$ cat config.mk
export PLATFORM = sky130hd
export DESIGN_NAME = gat_feat_bram_reader
export DESIGN_NICKNAME = d
export VERILOG_FILES = /design/src/rtl/gat_feat_bram_reader.sv
export SDC_FILE = /design/constraint.sdc
export NUM_CORES = 1
export LEC_CHECK = 0
export BUFFER_PORTS_ARGS = -buffer_cell sky130_fd_sc_hd__buf_2
export CAP_MARGIN = 25
export CORE_AREA = 8 8 145 147
export CTS_CLUSTER_DIAMETER = 200
export DETAILED_ROUTE_END_ITERATION = 8
export DIE_AREA = 0 0 153 155
export PLACE_DENSITY = 0.75
export SLEW_MARGIN = 20
export SYNTH_ARGS = -nofsm -noshare
export SYNTH_HDL_FRONTEND = slang
export SYNTH_SLANG_ARGS = --single-unit
$ cat constraint.sdc
create_clock -name clk -period 3.26 [get_ports clk]
set_input_delay 0.652 -clock clk [delete_from_list [all_inputs] [get_ports clk]]
set_output_delay 0.652 -clock clk [all_outputs]
set_load 0.03 [all_outputs]
$ cat src/rtl/gat_feat_bram_reader.sv
// Read master for the GAT new-feature BRAM: walks word addresses, absorbs the BRAM
// read latency and streams each word out on valid/ready with tlast on the final word.
module gat_feat_bram_reader #(
  parameter int NEW_FEATURE_DEPTH  = 43328,
  parameter int NEW_FEATURE_ADDR_W = 16,
  parameter int RD_LATENCY         = 2,
  parameter int FIFO_DEPTH         = 4
) (
  input  logic                          clk,
  input  logic                          rst,
  input  logic                          start,
  input  logic [NEW_FEATURE_ADDR_W:0]   num_words,
  output logic                          busy,
  output logic                          done,
  output logic [NEW_FEATURE_ADDR_W+1:0] feat_bram_addrb,
  input  logic [31:0]                   feat_bram_dout,
  output logic [31:0]                   m_tdata,
  output logic                          m_tvalid,
  input  logic                          m_tready,
  output logic                          m_tlast
);

  localparam int CNT_W = NEW_FEATURE_ADDR_W + 1;
  localparam int PTR_W = (FIFO_DEPTH > 1) ? $clog2(FIFO_DEPTH) : 1;
  localparam int OCC_W = $clog2(FIFO_DEPTH + RD_LATENCY + 1) + 1;
  localparam logic [CNT_W-1:0] DEPTH_C      = CNT_W'(NEW_FEATURE_DEPTH);
  localparam logic [PTR_W-1:0] PTR_LAST     = PTR_W'(FIFO_DEPTH - 1);
  localparam logic [OCC_W-1:0] FIFO_DEPTH_C = OCC_W'(FIFO_DEPTH);

  typedef enum logic [1:0] {IDLE, RUN, DRAIN, FIN} state_t;

  state_t                        state, state_nxt;
  logic [CNT_W-1:0]              n_q, rd_idx, tx_cnt, tx_cnt_nxt, n_clamp;
  logic [NEW_FEATURE_ADDR_W+1:0] addr_q;
  logic [RD_LATENCY-1:0]         tag;
  logic [31:0]                   fifo_mem [FIFO_DEPTH];
  logic [PTR_W-1:0]              wr_ptr, rd_ptr;
  logic [OCC_W-1:0]              fifo_count, fifo_count_nxt, inflight;
  logic                          issue, push, pop, accept;

  assign n_clamp = (num_words > DEPTH_C) ? DEPTH_C : num_words;

  always_comb begin
    inflight = '0;
    for (int i = 0; i < RD_LATENCY; i++) begin
      inflight = inflight + OCC_W'(tag[i]);
    end
  end

  // Data is captured only when its issue tag reaches the end of the latency line.
  assign push           = tag[RD_LATENCY-1];
  assign m_tvalid       = (fifo_count != '0);
  assign pop            = m_tvalid && m_tready;
  assign m_tdata        = m_tvalid ? fifo_mem[rd_ptr] : '0;
  assign m_tlast        = m_tvalid && (tx_cnt == n_q - CNT_W'(1));
  assign fifo_count_nxt = fifo_count + OCC_W'(push) - OCC_W'(pop);
  assign tx_cnt_nxt     = tx_cnt + CNT_W'(pop);

  always_comb begin
    state_nxt = state;
    accept    = 1'b0;
    issue     = 1'b0;
    case (state)
      IDLE: begin
        if (start) begin
          accept    = 1'b1;
          state_nxt = (n_clamp == '0) ? FIN : RUN;
        end
      end
      RUN: begin
        if (rd_idx == n_q) begin
          state_nxt = DRAIN;
        end else if ((inflight + fifo_count) < FIFO_DEPTH_C) begin
          issue = 1'b1;
        end
      end
      // Look at post-handshake values so done follows the last handshake directly.
      DRAIN: begin
        if (inflight == '0 && fifo_count_nxt == '0 && tx_cnt_nxt == n_q) begin
          state_nxt = FIN;
        end
      end
      FIN:     state_nxt = IDLE;
      default: state_nxt = IDLE;
    endcase
  end

  assign busy            = (state == RUN) || (state == DRAIN);
  assign done            = (state == FIN);
  assign feat_bram_addrb = issue ? {rd_idx[NEW_FEATURE_ADDR_W-1:0], 2'b00} : addr_q;

  always_ff @(posedge clk) begin
    if (rst) begin
      state      <= IDLE;
      n_q        <= '0;
      rd_idx     <= '0;
      tx_cnt     <= '0;
      addr_q     <= '0;
      tag        <= '0;
      wr_ptr     <= '0;
      rd_ptr     <= '0;
      fifo_count <= '0;
    end else begin
      state      <= state_nxt;
      addr_q     <= feat_bram_addrb;
      tag        <= (tag << 1) | RD_LATENCY'(issue);
      fifo_count <= fifo_count_nxt;
      if (push) wr_ptr <= (wr_ptr == PTR_LAST) ? '0 : wr_ptr + PTR_W'(1);
      if (pop)  rd_ptr <= (rd_ptr == PTR_LAST) ? '0 : rd_ptr + PTR_W'(1);
      if (accept) begin
        n_q    <= n_clamp;
        rd_idx <= '0;
        tx_cnt <= '0;
      end else begin
        if (issue) rd_idx <= rd_idx + CNT_W'(1);
        tx_cnt <= tx_cnt_nxt;
      end
    end
  end

  always_ff @(posedge clk) begin
    if (push) fifo_mem[wr_ptr] <= feat_bram_dout;
  end

endmodule

# Word level (Yosys, flattened, before mapping)
# Memory sizes are Yosys's and may differ from the RTL's. A register that Yosys moved wholly into a read port is not among the register bits.
# Cells that the tools add are included.
# word_totals
register_bits	81
latch_bits	0
mem_bits_rw	128
rom_bits	0
input_bits	53
output_inout_bits	54
word_cells	64
n_memories	1
# op_classes
addsub	9
n_mul	0
div_mod_pow	0
magnitude_cmp	2
eq_ne	11
n_shift	0
mux	19
bitwise	1
reduce_logical	12
# mem_list
name	depth	width	rd	rd_clocked_by_memory_dff	wr	line	text
fifo_mem	4	32	1	1	1	36	logic [31:0] fifo_mem [FIFO_DEPTH];
# op_table
op	count
17-bit == test	3
32-bit 2-to-1 mux	1
18-bit 2-to-1 mux	1
17-bit by 1-bit adder with 17-bit output	1
17-bit by 1-bit adder with 17-bit output, second input constant	1
17-bit by 16-bit > comparator with 1-bit output, second input constant	1
17-bit logical NOT	1
17-bit 2-to-1 mux	1
17-bit by 1-bit subtractor with 17-bit output, second input constant	1
2-bit 2-to-1 mux	8
2-bit == test, second input constant	4
4-bit logical NOT	2
2-bit case mux with 4 select lines	1
1-bit 2-to-1 mux	7
2-bit inequality test, second input constant	3
2-bit by 1-bit adder with 2-bit output, second input constant	2
2-bit by 4-bit adder with 4-bit output	1
4-bit by 1-bit adder with 4-bit output	1
1-bit logical AND	4
4-bit by 3-bit less-than comparator with 1-bit output, second input constant	1
4-bit nonzero test	1
4-bit by 1-bit subtractor with 4-bit output	1
3-bit AND reduction	1
1-bit by 1-bit adder with 2-bit output	1
5 further kinds	5

# Longest topological paths before layout
# Gate-level depths: netlist of run 1.
# depth
word_depth	8
mapped_depth	17
depth_no_buf	17

# Worst setup path before layout of run 1
# OpenSTA, ideal clock, no wires.
# synth_timing
kind	register to output
startpoint	register n_q[3]
endpoint	output port m_tlast
arrival_time_ps	2623
required_ps	2608
slack_ps	-15
path_stages_with_launch	9
path_buffers	1
cell_sequence	dfxtp_1 buf_6 or4_4 or4_4 nor3_2 mux2i_1 nand2_1 a221o_1 a221oi_2
# synth_between
elab_chain_len	3
# synth_lines
element	line	text
start: declaration	33	logic [CNT_W-1:0] n_q, rd_idx, tx_cnt, tx_cnt_nxt, n_clamp;
start signal: assignment	111	n_q <= n_clamp;
17-bit by 1-bit subtractor with 17-bit output	55	assign m_tlast = m_tvalid && (tx_cnt == n_q - CNT_W'(1));
17-bit == test	55	
1-bit logical AND	55	
end: declaration	20	output logic m_tlast
# Every way passes these cells.

# Final worst setup path of run 1
# layout_timing
startpoint	register n_q[2]
endpoint	output port m_tlast
# The elaborated chain is that of the path after synthesis.

==> results of run 1 <==
-- logic make-up after synthesis --
group,share of synthesized area
buffers and inverters,0.0324
muxes,0.0990
xor gates and xnor gates,0.0659
AOI/OAI and AO/OA,0.0500
adders and majority gates,0.0304
and+or+nand+nor,0.155
DFF,0.567
-- final cells by class --
cell class | instances | area [um^2]
Fill cell | 1458 | 7330
Sequential cell | 211 | 5520
Multi-Input combinational cell | 483 | 4050
Timing Repair Buffer | 150 | 1020
Clock buffer | 31 | 594
Tap cell | 238 | 298
Inverter | 28 | 105
Clock inverter | 6 | 36.3
-- power groups by stage --
stage | sequential, uW | combinational (uW) | clock [uW]
6_report | 3070 | 3040 | 2210
5_1_grt | 3090 | 3310 | 2370
4_1_cts | 3070 | 3100 | 2280
3_5_place_dp | 3120 | 2890 | 0
3_3_place_gp | 3110 | 2860 | 0
2_1_floorplan | 3080 | 2060 | 0
-- sequential cells by signal, summed over array words and instances (netlist names), named ones only --
name / flops
rd_ptr: 2
fifo_mem: 128
tx_cnt: 17
rd_idx: 17
fifo_count: 4
addr_q: 18
state: 2
wr_ptr: 2
tag: 2
n_q: 17
-- worst max-delay path, cell delays in order (launching register included) --
cell	delay, ns
sky130_fd_sc_hd__dfxtp_1	0.31
sky130_fd_sc_hd__or4_4	0.52
sky130_fd_sc_hd__or4_4	0.48
sky130_fd_sc_hd__nor3_4	0.16
sky130_fd_sc_hd__mux2i_1	0.20
sky130_fd_sc_hd__nand2_1	0.07
sky130_fd_sc_hd__a221o_1	0.37
sky130_fd_sc_hd__a221oi_4	0.24
sky130_fd_sc_hd__buf_6	0.18
-- synth_stat cells (2+ instances only) --
cell,number
sky130_fd_sc_hd__a211oi_1,7
sky130_fd_sc_hd__a21o_1,2
sky130_fd_sc_hd__a21oi_1,10
sky130_fd_sc_hd__a22o_1,10
sky130_fd_sc_hd__a31oi_1,3
sky130_fd_sc_hd__and2_1,45
sky130_fd_sc_hd__and3_1,12
sky130_fd_sc_hd__and3b_1,2
sky130_fd_sc_hd__and4_1,6
sky130_fd_sc_hd__buf_1,6
sky130_fd_sc_hd__buf_2,8
sky130_fd_sc_hd__buf_6,2
sky130_fd_sc_hd__clkbuf_1,31
sky130_fd_sc_hd__dfxtp_1,83
sky130_fd_sc_hd__edfxtp_1,128
sky130_fd_sc_hd__ha_1,22
sky130_fd_sc_hd__inv_1,28
sky130_fd_sc_hd__mux2_1,10
sky130_fd_sc_hd__mux2_2,6
sky130_fd_sc_hd__mux2i_1,6
sky130_fd_sc_hd__mux4_2,32
sky130_fd_sc_hd__nand2_1,25
sky130_fd_sc_hd__nand2b_1,2
sky130_fd_sc_hd__nand3_1,22
sky130_fd_sc_hd__nand4_1,25
sky130_fd_sc_hd__nor2_1,59
sky130_fd_sc_hd__nor2b_1,26
sky130_fd_sc_hd__nor3_1,17
sky130_fd_sc_hd__nor4_1,10
sky130_fd_sc_hd__nor4_4,2
sky130_fd_sc_hd__o2111ai_1,2
sky130_fd_sc_hd__o211ai_1,4
sky130_fd_sc_hd__o21a_1,2
sky130_fd_sc_hd__o21ai_0,8
sky130_fd_sc_hd__or4_1,2
sky130_fd_sc_hd__or4_4,2
sky130_fd_sc_hd__xnor2_1,47
sky130_fd_sc_hd__xor2_1,26
-- per-stage QoR --
stage               worst slack [ns]  area (um^2)  hold slack (ns)
CTS                           -0.419        11600            0.352
global route                  -0.504        11600            0.364
detailed placement           -0.0543        10600            0.482
floorplan                     0.0780         9720            0.441
finish                        -0.410        11600            0.362
global placement           -0.000364        10600            0.472
-- repair_timing --
item                                    in CTS  in global routing
cloned                                       2                  0
endpoints found under the setup margin      19                 21
setup buffers                                6                  1
resized for setup                           66                  9
pin swaps                                    3                  6
-- worst min-delay path by stage --
stage | startpoint | to | slack, ns | cells past startpoint
floorplan | tag[0] | tag[1] | 0.44 | 2
global placement | rd_ptr[1] | rd_ptr[1] | 0.47 | 2
detailed placement | rd_ptr[1] | rd_ptr[1] | 0.48 | 2
CTS | feat_bram_dout[1] | fifo_mem[2][1] | 0.35 | 1
global route | feat_bram_dout[25] | fifo_mem[0][25] | 0.36 | 1
finish | feat_bram_dout[15] | fifo_mem[1][15] | 0.36 | 1
-- routing by layer --
layer  wire (um)  vias to the layer above  track usage
li1            -                     3069            -
met1        9280                     3091        0.225
met2        9870                      195        0.303
met3        1090                       45       0.0313
met4         564                        0       0.0476
met5           0                        -            0
==> results.md, run 1 <==
STA:
- Once routing completed, OpenROAD measured the worst setup slack at -0.410 ns.
- Derived from the worst setup path, the maximum achievable clock frequency is 0.272 GHz.
- The measured slew at the worst slew-check pin is 0.737 ns.
- The number of slew-limit violations in the final report is 0.
- Subtracting the final worst setup slack from the clock period gives 3.67 ns.
- Setup repair after global routing could not meet its margin everywhere.
- The headroom to the max-slew limit is 0.509.
- The final-layout setup total negative slack is -1.70 ns.
- The number of endpoints failing setup at the final stage is 16.
- The final number of hold-violating endpoints was 0.
- The final cycle utilization of the critical path is 1.13.
- The worst clock skew is 0.0189 ns.

Setup path:
- The startpoint of the worst-slack reg-to-reg timing path is fifo_count[2].
- At the worst endpoint, the required time is 2.61 ns.
- The worst setup path is launched from a flip-flop.
- The kind of capture point of the worst setup path is an output port.
- In this run the register-to-register setup slack is 0.23 ns.
- The startpoint-to-endpoint class of the critical path is reg -> out.
- For the worst flop-to-flop path, the logic depth is 17.
- The worst register-to-register path ends at state[1].
- At the worst endpoint, the arrival time is 3.02 ns.
- In this run the worst setup path begins at n_q[2].
- The end of the critical path is m_tlast.
- The largest driver fanout on the critical path is 3.

Cells and area:
- The most common library cell in the layout ignoring fill and taps is sky130_fd_sc_hd__edfxtp_1.
- From synthesis to final layout, the design area changed by 19.7%.
- The repair_antennas step left the layout with diodes totalling 0.
- In the final layout, the share of cells above drive strength 1 is 0.279.
- After the flow finishes, the layout carries non-filler instances totaling 1147.
- For this run, the share of the core covered by cells in the final layout is 0.613.
- Leaving out fill and tap cells, the most frequent cells in the layout are sky130_fd_sc_hd__edfxtp_1, sky130_fd_sc_hd__buf_2, sky130_fd_sc_hd__dfxtp_1.
- At the end of the flow, the number of nets in the layout was 972.

Pwr:
- In this run the static leakage power is 0.00426 uW.
- Of the total power, the share spent switching nets is 0.344.
- The portion of total power attributed to the clock network is 0.266.
- The net switching power figure is 2860 uW.
- The maximum ir drop on the vdd rail is 0.000354 V.
- Power comes to 8330 uW.
- The power density over the cells is 717 nW/um^2.
- The part of the power in combinational logic is 0.365.
- Cell internal power was estimated by the tool at 5470 uW.
- The proportion of power drawn by flip-flops and latches is 0.369.

Clock network:
- The number of buffers between clock root and the deepest sink is 3.
- TritonCTS created 22 clock buffers.
- Clock latency on the worst-skew pair, taken at its later pin, is 0.50 ns.
- The total number of clock tree sinks is 211.
- The maximum level of the CTS H-tree is 1.
- TritonCTS built the clock tree.
- After clock tree synthesis, the clock-pin slew on the worst setup and hold paths is 0.06 ns.
- The post-cts hold buffer count is 0.
- The root buffer cell is sky130_fd_sc_hd__clkbuf_16.

Routing:
- The total via count in the routed design is 6400.
- Once detail routing completed, the nets flagged for antenna violations numbered 0.
- In the routed layout, each cell is associated on average with a via count of 5.58.
- For this run, design rule violations remaining after detail routing come to 0.
- After detailed routing, the average wire length per cell comes to 18.1 um.
- In this run, the number of DRC markers left after iteration 0 of detailed routing was 407.
- For this block, the routed nets add up to 20.8 mm of wire.
- Before antenna repair, the detailed router went through 5 iterations.

Place:
- At the end of routability-driven placement, the weighted congestion stood at 0.875.
- The count of buffers inserted at the top-level ports is 106.
- The placed wire-length estimate is 13.8 mm.
- The number of cells in the design after placement is 1103.

Logic synthesis:
- The number of synthesized flops with an enable pin is 128.
- The mean post-synth cell area is 12.6 um^2.
- The most used flip-flop cell after synthesis is sky130_fd_sc_hd__edfxtp_1.
- The share of the Yosys chip area taken by registers is 0.567.
- The dominant cell type by area after synthesis is sky130_fd_sc_hd__edfxtp_1.
- The share of flip-flops with an asynchronous set or reset is 0.
- The synthesized instance count is 770.
- During synthesis, Yosys emitted a total of 0 warnings.
- The number of nets in the synthesized netlist is 846.
- The share of the synthesized area in the top cell type is 0.396.
- The number of different library cells used by synthesis comes to 68.
- The post-synthesis cell area is 9710 um^2.
- After synthesis, the cell types taking the most area are sky130_fd_sc_hd__edfxtp_1, sky130_fd_sc_hd__dfxtp_1, sky130_fd_sc_hd__mux4_2, sky130_fd_sc_hd__xnor2_1, sky130_fd_sc_hd__and2_1.
- Counting flops and latches in the post-synthesis netlist gives 211.

Global route:
- The first global-routing pass estimated 34.0 mm of wire.
- Entering global routing, the biggest net connects 42 pins.
- The overall global routing resource usage is 0.176.
- Summed over all layers, the global routing overflow is 0.
- The number of antenna violations at the first check in global routing is 0.
- The number of global-route vias before repair is 6577.

Floorplan:
- The floorplan die width is 153 um.
- The die is 155 um tall.
- In this run the standard cell core region covers 19000 um^2.
- The die covers 23700 um^2.
- The cell row count is 51.
- The starting density of the core is 0.512.
- The top-level port count is 107.

Flow run:
- Across the run, the number of max-cap violations was 0.

Run status:
- The final reports fail on setup timing.
- The flow ran to the end, but the final reports show violations.

Hold path:
- The path class of the lowest-slack min-delay path is in -> reg.
(Power assumes the default switching activity.)
==> run 2: changes to the inputs <==
--- a/config.mk
+++ b/config.mk
@@ -7,11 +7,12 @@
 export LEC_CHECK = 0
 export BUFFER_PORTS_ARGS = -buffer_cell sky130_fd_sc_hd__buf_2
 export CAP_MARGIN = 25
-export CORE_AREA = 8 8 145 147
+export CORE_AREA = 8 8 138 140
 export CTS_CLUSTER_DIAMETER = 200
 export DETAILED_ROUTE_END_ITERATION = 8
-export DIE_AREA = 0 0 153 155
-export PLACE_DENSITY = 0.75
+export DIE_AREA = 0 0 146 148
+export PLACE_DENSITY = 0.79
+export REMOVE_ABC_BUFFERS = 1
 export SLEW_MARGIN = 20
 export SYNTH_ARGS = -nofsm -noshare
 export SYNTH_HDL_FRONTEND = slang
==> constraint.sdc (replaced) <==
create_clock -name clk -period 3.43 [get_ports clk]
set_input_delay 0.686 -clock clk [delete_from_list [all_inputs] [get_ports clk]]
set_output_delay 0.686 -clock clk [all_outputs]
set_load 0.03 [all_outputs]
==> run 2 against run 1 <==
Sequential cell count stayed put. Setup slack better by 0.12 ns. Highest routed layer unchanged. Non-clock buffer count is 2 lower. Routed wire length is 13% higher. Critical path depth stayed put. Register-to-register slack worse by 0.04 ns. Cell count is 1.1% lower. Via count is 4.1% higher. Cell area is 1.2% higher. Die area is 8.9% lower. The flow still finishes with violations (setup timing). Sequential share of layout area is 0.58 points lower.
==> results.md, run 2 (synthesis gave the netlist of run 1 again) <==
Run status:
- Status: finished, violations left (unchanged).
- Failing checks: setup timing (unchanged).

Cells and area:
- The non-filler instance count after layout was 1134 (was 1147).
- The register containing the most flip-flops in the final layout is fifo_mem (unchanged).
- The proportion of layout cells with a drive suffix above 1 came to 0.300 (was 0.279).
- The most common library cell in the layout ignoring fill and taps is sky130_fd_sc_hd__edfxtp_1 (unchanged).
- The area used by multi-input combinational logic is 4100 um^2 (was 4050 um^2).
- The number of fillers in the final layout is 1123 (was 1458).
- Most frequent cells in the layout: sky130_fd_sc_hd__edfxtp_1, sky130_fd_sc_hd__buf_2, sky130_fd_sc_hd__dfxtp_1 (unchanged).
- The post-layout net count is 969 (was 972).
- Largest registers: fifo_mem: 128 flops, addr_q: 18 flops (unchanged).
- The sequential cell area in the final layout is 5520 um^2 (unchanged).
- The number of flip-flops under the largest register name is 128 (unchanged).
- The growth of design area from synthesis to finish is 21.2% (was 19.7%).
- The area of all placed cells without fillers is 11800 um^2 (was 11600 um^2).

STA:
- Based on the critical path, the design can be clocked at up to 0.268 GHz.
- The number of endpoints failing setup at the final stage is 15 (was 16).
- The smallest hold slack is 0.404 ns (was 0.362 ns).
- The worst path in the final design needs a cycle of 3.73 ns, including I/O delays and setup.
- The measured slew at the worst slew-check pin is 0.801 ns (was 0.737 ns).
- The final number of hold-violating endpoints is 0 (unchanged).
- The minimum setup slack in the final design is -0.295 ns (was -0.410 ns).
- The headroom to the max-slew limit is 0.466 (was 0.509).
- RSZ-0062 raised after global routing: true (unchanged).
- The number of slew-limit violations in the final report came to 0 (unchanged).
- The worst clock skew is 0.0116 ns (was 0.0189 ns).
- In the finished design, the share of the clock period the worst path needs comes to 1.09.

Global route:
- The number of antenna violations at the first check in global routing is 1 (was 0).
- The overall global routing resource usage is 0.212 (was 0.176).
- The number of global-route vias before repair is 6931 (was 6577).
- The first-pass GRT wire length is 36.8 mm (was 34.0 mm).
- The remaining global-route overflow is 0 (unchanged).
- The maximum number of pins on one net before global-route repair is 42 (unchanged).

Clock network:
- The maximum level of the CTS H-tree is 1 (unchanged).
- The TritonCTS clock tree is built (unchanged).
- The clock edge transition at the registers on the reported setup and hold paths was 0.06 ns (about the same).
- The number of buffers between clock root and the deepest sink is 3 (unchanged).
- The total number of clock tree sinks came to 211 (unchanged).
- The clock latency of the later-clocked register in the worst-skew pair was 0.50 ns (about the same).
- The root buffer cell is sky130_fd_sc_hd__clkbuf_16 (unchanged).
- The post-cts hold buffer count is 0 (unchanged).
- The number of buffers created by CTS was 21 (was 22).

Floorplan:
- The floorplan die width is 146 um (was 153 um).
- The top-level port count was 107 (unchanged).
- The overall die height came to 148 um (was 155 um).
- The area of the die was 21600 um^2 (was 23700 um^2).
- The cell row count is 48 (was 51).
- The total core area came to 16900 um^2 (was 19000 um^2).
- The starting density of the core is 0.573 (was 0.512).

Place:
- The number of cells in the design after placement came to 1081 (was 1103).
- The placed wire-length estimate is 14.4 mm (was 13.8 mm).
- The count of buffers inserted at the top-level ports is 106 (unchanged).
- The instance area at placement was 10600 um^2 (about the same).
- The routability congestion estimate from global placement came to 0.901 (was 0.875).

Setup path:
- The data arrival time of the critical path is 3.04 ns (was 3.02 ns).
- The startpoint-to-endpoint class of the critical path is reg -> out (unchanged).
- The beginning of the critical path is n_q[2] (unchanged).
- The kind of capture point of the worst setup path is an output port (unchanged).
- The worst path required time is 2.74 ns (was 2.61 ns).
- The largest driver fanout on the critical path is 3 (unchanged).
- The startpoint of the worst-slack reg-to-reg timing path is fifo_count[2] (unchanged).
- The kind of launch point of the worst setup path is a flip-flop (unchanged).

Hold path:
- The startpoint of the lowest-slack hold path is feat_bram_dout[19] (was feat_bram_dout[15]).
- The path class of the lowest-slack min-delay path was in -> reg (unchanged).

Routing:
- The DRC violation count after routing came to 0 (unchanged).
- The initial DRC count is 465 (was 407).
- The routed via count divided by cell count is 5.87 (was 5.58).
- The residual antenna-violating net count after detailed routing came to 0 (unchanged).
- The final wirelength is 23.4 mm (was 20.8 mm).
- The total via count in the routed design is 6660 (was 6400).
- The average wire length per cell after detail routing is 20.7 um (was 18.1 um).
- The length of the first detailed-routing pass in iterations is 5 (unchanged).

Pwr:
- The standby leakage power is 0.00434 uW (was 0.00426 uW).
- The internal power consumption was 5490 uW (was 5470 uW).
- The proportion of power drawn by flip-flops and latches is 0.357 (was 0.369).
- The portion of total power attributed to the clock network is 0.283 (was 0.266).
- The maximum ir drop on the vdd rail was 0.000488 V (was 0.000354 V).
- The part of the power in combinational logic is 0.360 (was 0.365).
- The switching share of total power came to 0.341 (was 0.344).
- The power density over the cells is 708 nW/um^2 (was 717 nW/um^2).
- The net switching power figure is 2840 uW (was 2860 uW).

Flow run:
- The number of max-cap violations is 0 (unchanged).
## run 2: per-stage QoR
step / power (uW) / utilization / setup TNS (ns) / setup slack, ns
2_1_floorplan: 4820 / - / -0.577 / -0.329
3_3_place_gp: 5590 / 0.624 / 0 / 0.00518
3_5_place_dp: 5640 / 0.624 / -0.0913 / -0.0677
4_1_cts: 8160 / 0.681 / -0.301 / -0.299
5_1_grt: 8700 / 0.695 / -1.62 / -0.385
6_report: 8330 / 0.695 / -0.803 / -0.295
## run 2: cell type report
cell class              count  area share
repair buffers            148      0.0887
inverters                  28     0.00894
clock inverters            13      0.0119
flip-flops and latches    211       0.469
well taps                 225      0.0239
clock buffers              25      0.0486
diodes                      1    0.000213
multi-input cells         483       0.349
## run 2: power groups by stage
stage          Clock [uW]  Sequential [uW]  Combinational (uW)
4_1_cts              2390             2960                2810
6_report             2360             2970                3000
5_1_grt              2490             2990                3230
3_5_place_dp            0             3010                2630
3_3_place_gp            0             3000                2590
2_1_floorplan           0             3020                1800
## run 2: layer usage
metal  part of all wire  global-route usage
met1               0.40               0.252
met2               0.53               0.386
met3              0.057              0.0385
met4              0.016              0.0577
met5                  0                   0
## run 2: repair_timing
action                                  CTS  global route
gates resized for setup                  43            57
endpoints found under the setup margin   18            19
pin swaps                                 3             8
buffers inserted                          6             6
cloned                                    1             1
## run 2: critical path: stages, from the launching register on
cell and delay (ns):
sky130_fd_sc_hd__dfxtp_1 0.32, sky130_fd_sc_hd__or4_4 0.56, sky130_fd_sc_hd__or4_4 0.48, sky130_fd_sc_hd__nor3_4 0.16
sky130_fd_sc_hd__mux2i_1 0.21, sky130_fd_sc_hd__nand2_1 0.07, sky130_fd_sc_hd__a221o_1 0.34, sky130_fd_sc_hd__a221oi_2 0.21
sky130_fd_sc_hd__buf_4 0.21
## run 2: final timing paths
kind | cells past startpoint | endpoint | slack, ns
setup / recovery | 8 | m_tlast | -0.30
hold / removal | 1 | fifo_mem[0][19] | 0.40
setup reg to reg | 18 | state[1] | 0.19
hold reg to reg | 1 | n_q[16] | 0.54
==> run 3: changes to the inputs <==
--- a/config.mk
+++ b/config.mk
@@ -13,6 +13,7 @@
 export DIE_AREA = 0 0 146 148
 export PLACE_DENSITY = 0.79
 export REMOVE_ABC_BUFFERS = 1
+export SKIP_CTS_REPAIR_TIMING = 1
 export SLEW_MARGIN = 20
 export SYNTH_ARGS = -nofsm -noshare
 export SYNTH_HDL_FRONTEND = slang
==> run 3 against run 2 <==
Hold slack got worse by 0.0036 ns. Die area did not move. Sequential share of layout area fell by 0.089 points. Combinational power barely moved. Clock skew rose by 0.0021 ns. Global-route usage fell by 0.90 points. Non-clock buffer count rose by 2. The flow still finishes with violations (setup timing). Sequential cell count did not move. Largest cell class unchanged. Core utilization rose by 0.15 points. Highest routed layer unchanged.
==> results.md, run 3 (synthesis gave the netlist of run 1 again) <==
STA:
- The measured slew at the worst slew-check pin came to 0.805 ns (was 0.801 ns).
- The final number of hold-violating endpoints is 0 (unchanged).
- The number of endpoints failing setup at the final stage is 15 (unchanged).
- The smallest hold slack is 0.401 ns (was 0.404 ns).
- The final cycle utilization of the critical path is 1.08 (was 1.09).
- The clock period minus worst slack is 3.71 ns (was 3.73 ns).
- The number of slew-limit violations in the final report came to 0 (unchanged).
- The worst clock skew is 0.0137 ns (was 0.0116 ns).
- RSZ-0062 raised after global routing: true (unchanged).
- The minimum setup slack in the final design is -0.276 ns (was -0.295 ns).
- The achievable frequency is 0.270 GHz (was 0.268 GHz).
- The headroom to the max-slew limit was 0.463 (was 0.466).

Pwr:
- The power density over the cells was 707 nW/um^2 (was 708 nW/um^2).
- The maximum ir drop on the vdd rail is 0.000487 V (was 0.000488 V).
- The standby leakage power came to 0.00436 uW (was 0.00434 uW).

Place:
- The minimum setup slack after placement is -0.0677 ns (unchanged).
- The count of buffers inserted at the top-level ports is 106 (unchanged).
- The placed wire-length estimate is 14.4 mm (unchanged).
- The number of cells in the design after placement is 1081 (unchanged).
- The routability congestion estimate from global placement is 0.901 (unchanged).

Floorplan:
- The area of the die is 21600 um^2 (unchanged).
- The top-level port count is 107 (unchanged).
- The starting density of the core came to 0.573 (unchanged).
- The overall die height was 148 um (unchanged).
- The floorplan die width is 146 um (unchanged).
- The total core area was 16900 um^2 (unchanged).
- The cell row count came to 48 (unchanged).

Cells and area:
- The growth of design area from synthesis to finish is 21.4% (was 21.2%).
- The sequential cell area in the final layout is 5520 um^2 (about the same).
- Most frequent cells in the layout: sky130_fd_sc_hd__edfxtp_1, sky130_fd_sc_hd__buf_2, sky130_fd_sc_hd__dfxtp_1 (unchanged).
- Largest registers: fifo_mem: 128 flops, addr_q: 18 flops (unchanged).
- The number of flip-flops under the largest register name is 128 (unchanged).
- The post-layout net count is 971 (was 969).
- The final core utilization is 0.696 (was 0.695).
- The area used by multi-input combinational logic is 4110 um^2 (was 4100 um^2).
- The number of fillers in the final layout was 1100 (was 1123).
- The proportion of layout cells with a drive suffix above 1 was 0.301 (was 0.300).
- The non-filler instance count after layout is 1137 (was 1134).
- The most common library cell in the layout ignoring fill and taps is sky130_fd_sc_hd__edfxtp_1 (unchanged).
- The register containing the most flip-flops in the final layout is fifo_mem (unchanged).

Routing:
- The routed via count divided by cell count is 5.89 (was 5.87).
- The residual antenna-violating net count after detailed routing was 0 (unchanged).
- The DRC violation count after routing is 0 (unchanged).
- The length of the first detailed-routing pass in iterations is 6 (was 5).
- The total via count in the routed design is 6698 (was 6660).
- The initial DRC count is 465 (unchanged).
- The final wirelength is 23.7 mm (was 23.4 mm).
- The average wire length per cell after detail routing is 20.9 um (was 20.7 um).

Setup path:
- The startpoint-to-endpoint class of the critical path is reg -> out (unchanged).
- The length in cells of the worst reg-to-reg path is 18 (unchanged).
- The beginning of the critical path is n_q[2] (unchanged).
- The kind of capture point of the worst setup path is an output port (unchanged).
- The largest driver fanout on the critical path is 3 (unchanged).
- The terminus of the critical flop-to-flop path is state[1] (unchanged).
- The startpoint of the worst-slack reg-to-reg timing path is fifo_count[3] (was fifo_count[2]).
- The data arrival time of the critical path was 3.02 ns (was 3.04 ns).
- The kind of launch point of the worst setup path is a flip-flop (unchanged).
- The worst-case register-to-register setup slack was 0.15 ns (was 0.19 ns).
- The worst path required time is 2.74 ns (about the same).

Global route:
- The maximum number of pins on one net before global-route repair came to 42 (unchanged).
- The number of global-route vias before repair is 6741 (was 6931).
- The first-pass GRT wire length is 35.5 mm (was 36.8 mm).
- The remaining global-route overflow is 0 (unchanged).
- The overall global routing resource usage is 0.203 (was 0.212).
- The number of antenna violations at the first check in global routing was 2 (was 1).

Clock network:
- The total number of clock tree sinks is 211 (unchanged).
- The clock edge transition at the registers on the reported setup and hold paths is 0.06 ns (about the same).
- The root buffer cell is sky130_fd_sc_hd__clkbuf_16 (unchanged).
- The clock latency of the later-clocked register in the worst-skew pair is 0.50 ns (about the same).
- The number of buffers created by CTS came to 21 (unchanged).
- The TritonCTS clock tree is built (unchanged).
- The number of buffers between clock root and the deepest sink is 3 (unchanged).
- The maximum level of the CTS H-tree is 1 (unchanged).

Hold path:
- The hold path endpoint is fifo_mem[3][19] (was fifo_mem[0][19]).
- The startpoint of the lowest-slack hold path is feat_bram_dout[19] (unchanged).
- The instance count along the most critical hold path came to 1 (unchanged).
- The path class of the lowest-slack min-delay path is in -> reg (unchanged).

Run status:
- Status: finished, violations left (unchanged).
- Failing checks: setup timing (unchanged).

Flow run:
- The number of max-cap violations was 0 (unchanged).
-- run 3: worst max path at each step --
stage                     endpoint  cells after the start
after global placement    state[1]                     16
after detailed placement  state[1]                     16
after global routing       m_tlast                      8
after CTS                  m_tlast                      8
final                      m_tlast                      8
after floorplan           state[1]                     17
-- run 3: area by class of cell --
type | instances | area share
multi-input combinational | 483 | 0.348
clock inverter | 13 | 0.0119
inverter | 28 | 0.00892
antenna | 2 | 0.000425
tap | 225 | 0.0239
timing repair buffer | 150 | 0.0898
clock buffer | 25 | 0.0485
sequential | 211 | 0.468
-- run 3: power breakdown --
group | switching, uW | leakage (uW) | internal, uW | total (uW)
registers | 158 | 0.00183 | 2810 | 2970
logic | 1740 | 0.00217 | 1260 | 3000
clock network | 947 | 0.000356 | 1420 | 2360
-- run 3: metrics by stage --
| step | power [uW] | cell area (um^2) | TNS (ns) |
|---|---|---|---|
| after detailed placement | 5640 | 10600 | -0.0913 |
| after global placement | 5590 | 10600 | 0 |
| final | 8340 | 11800 | -0.952 |
| after floorplan | 4820 | 9500 | -0.577 |
| after global routing | 8700 | 11800 | -1.77 |
| after CTS | 8010 | 11300 | -4.74 |
-- run 3: layer usage --
layer | vias up | wire (um) | global-route usage
li1 | 3061 | - | -
met1 | 3313 | 9460 | 0.246
met2 | 287 | 12300 | 0.364
met3 | 37 | 1500 | 0.0364
met4 | 0 | 451 | 0.0567
met5 | - | 0 | 0
-- run 3: worst max-delay path: stages, from the launching register on --
cell	delay [ns]
sky130_fd_sc_hd__dfxtp_1	0.32
sky130_fd_sc_hd__or4_4	0.56
sky130_fd_sc_hd__or4_4	0.48
sky130_fd_sc_hd__nor3_4	0.16
sky130_fd_sc_hd__mux2i_1	0.20
sky130_fd_sc_hd__nand2_1	0.07
sky130_fd_sc_hd__a221o_1	0.34
sky130_fd_sc_hd__a221oi_2	0.20
sky130_fd_sc_hd__buf_4	0.20
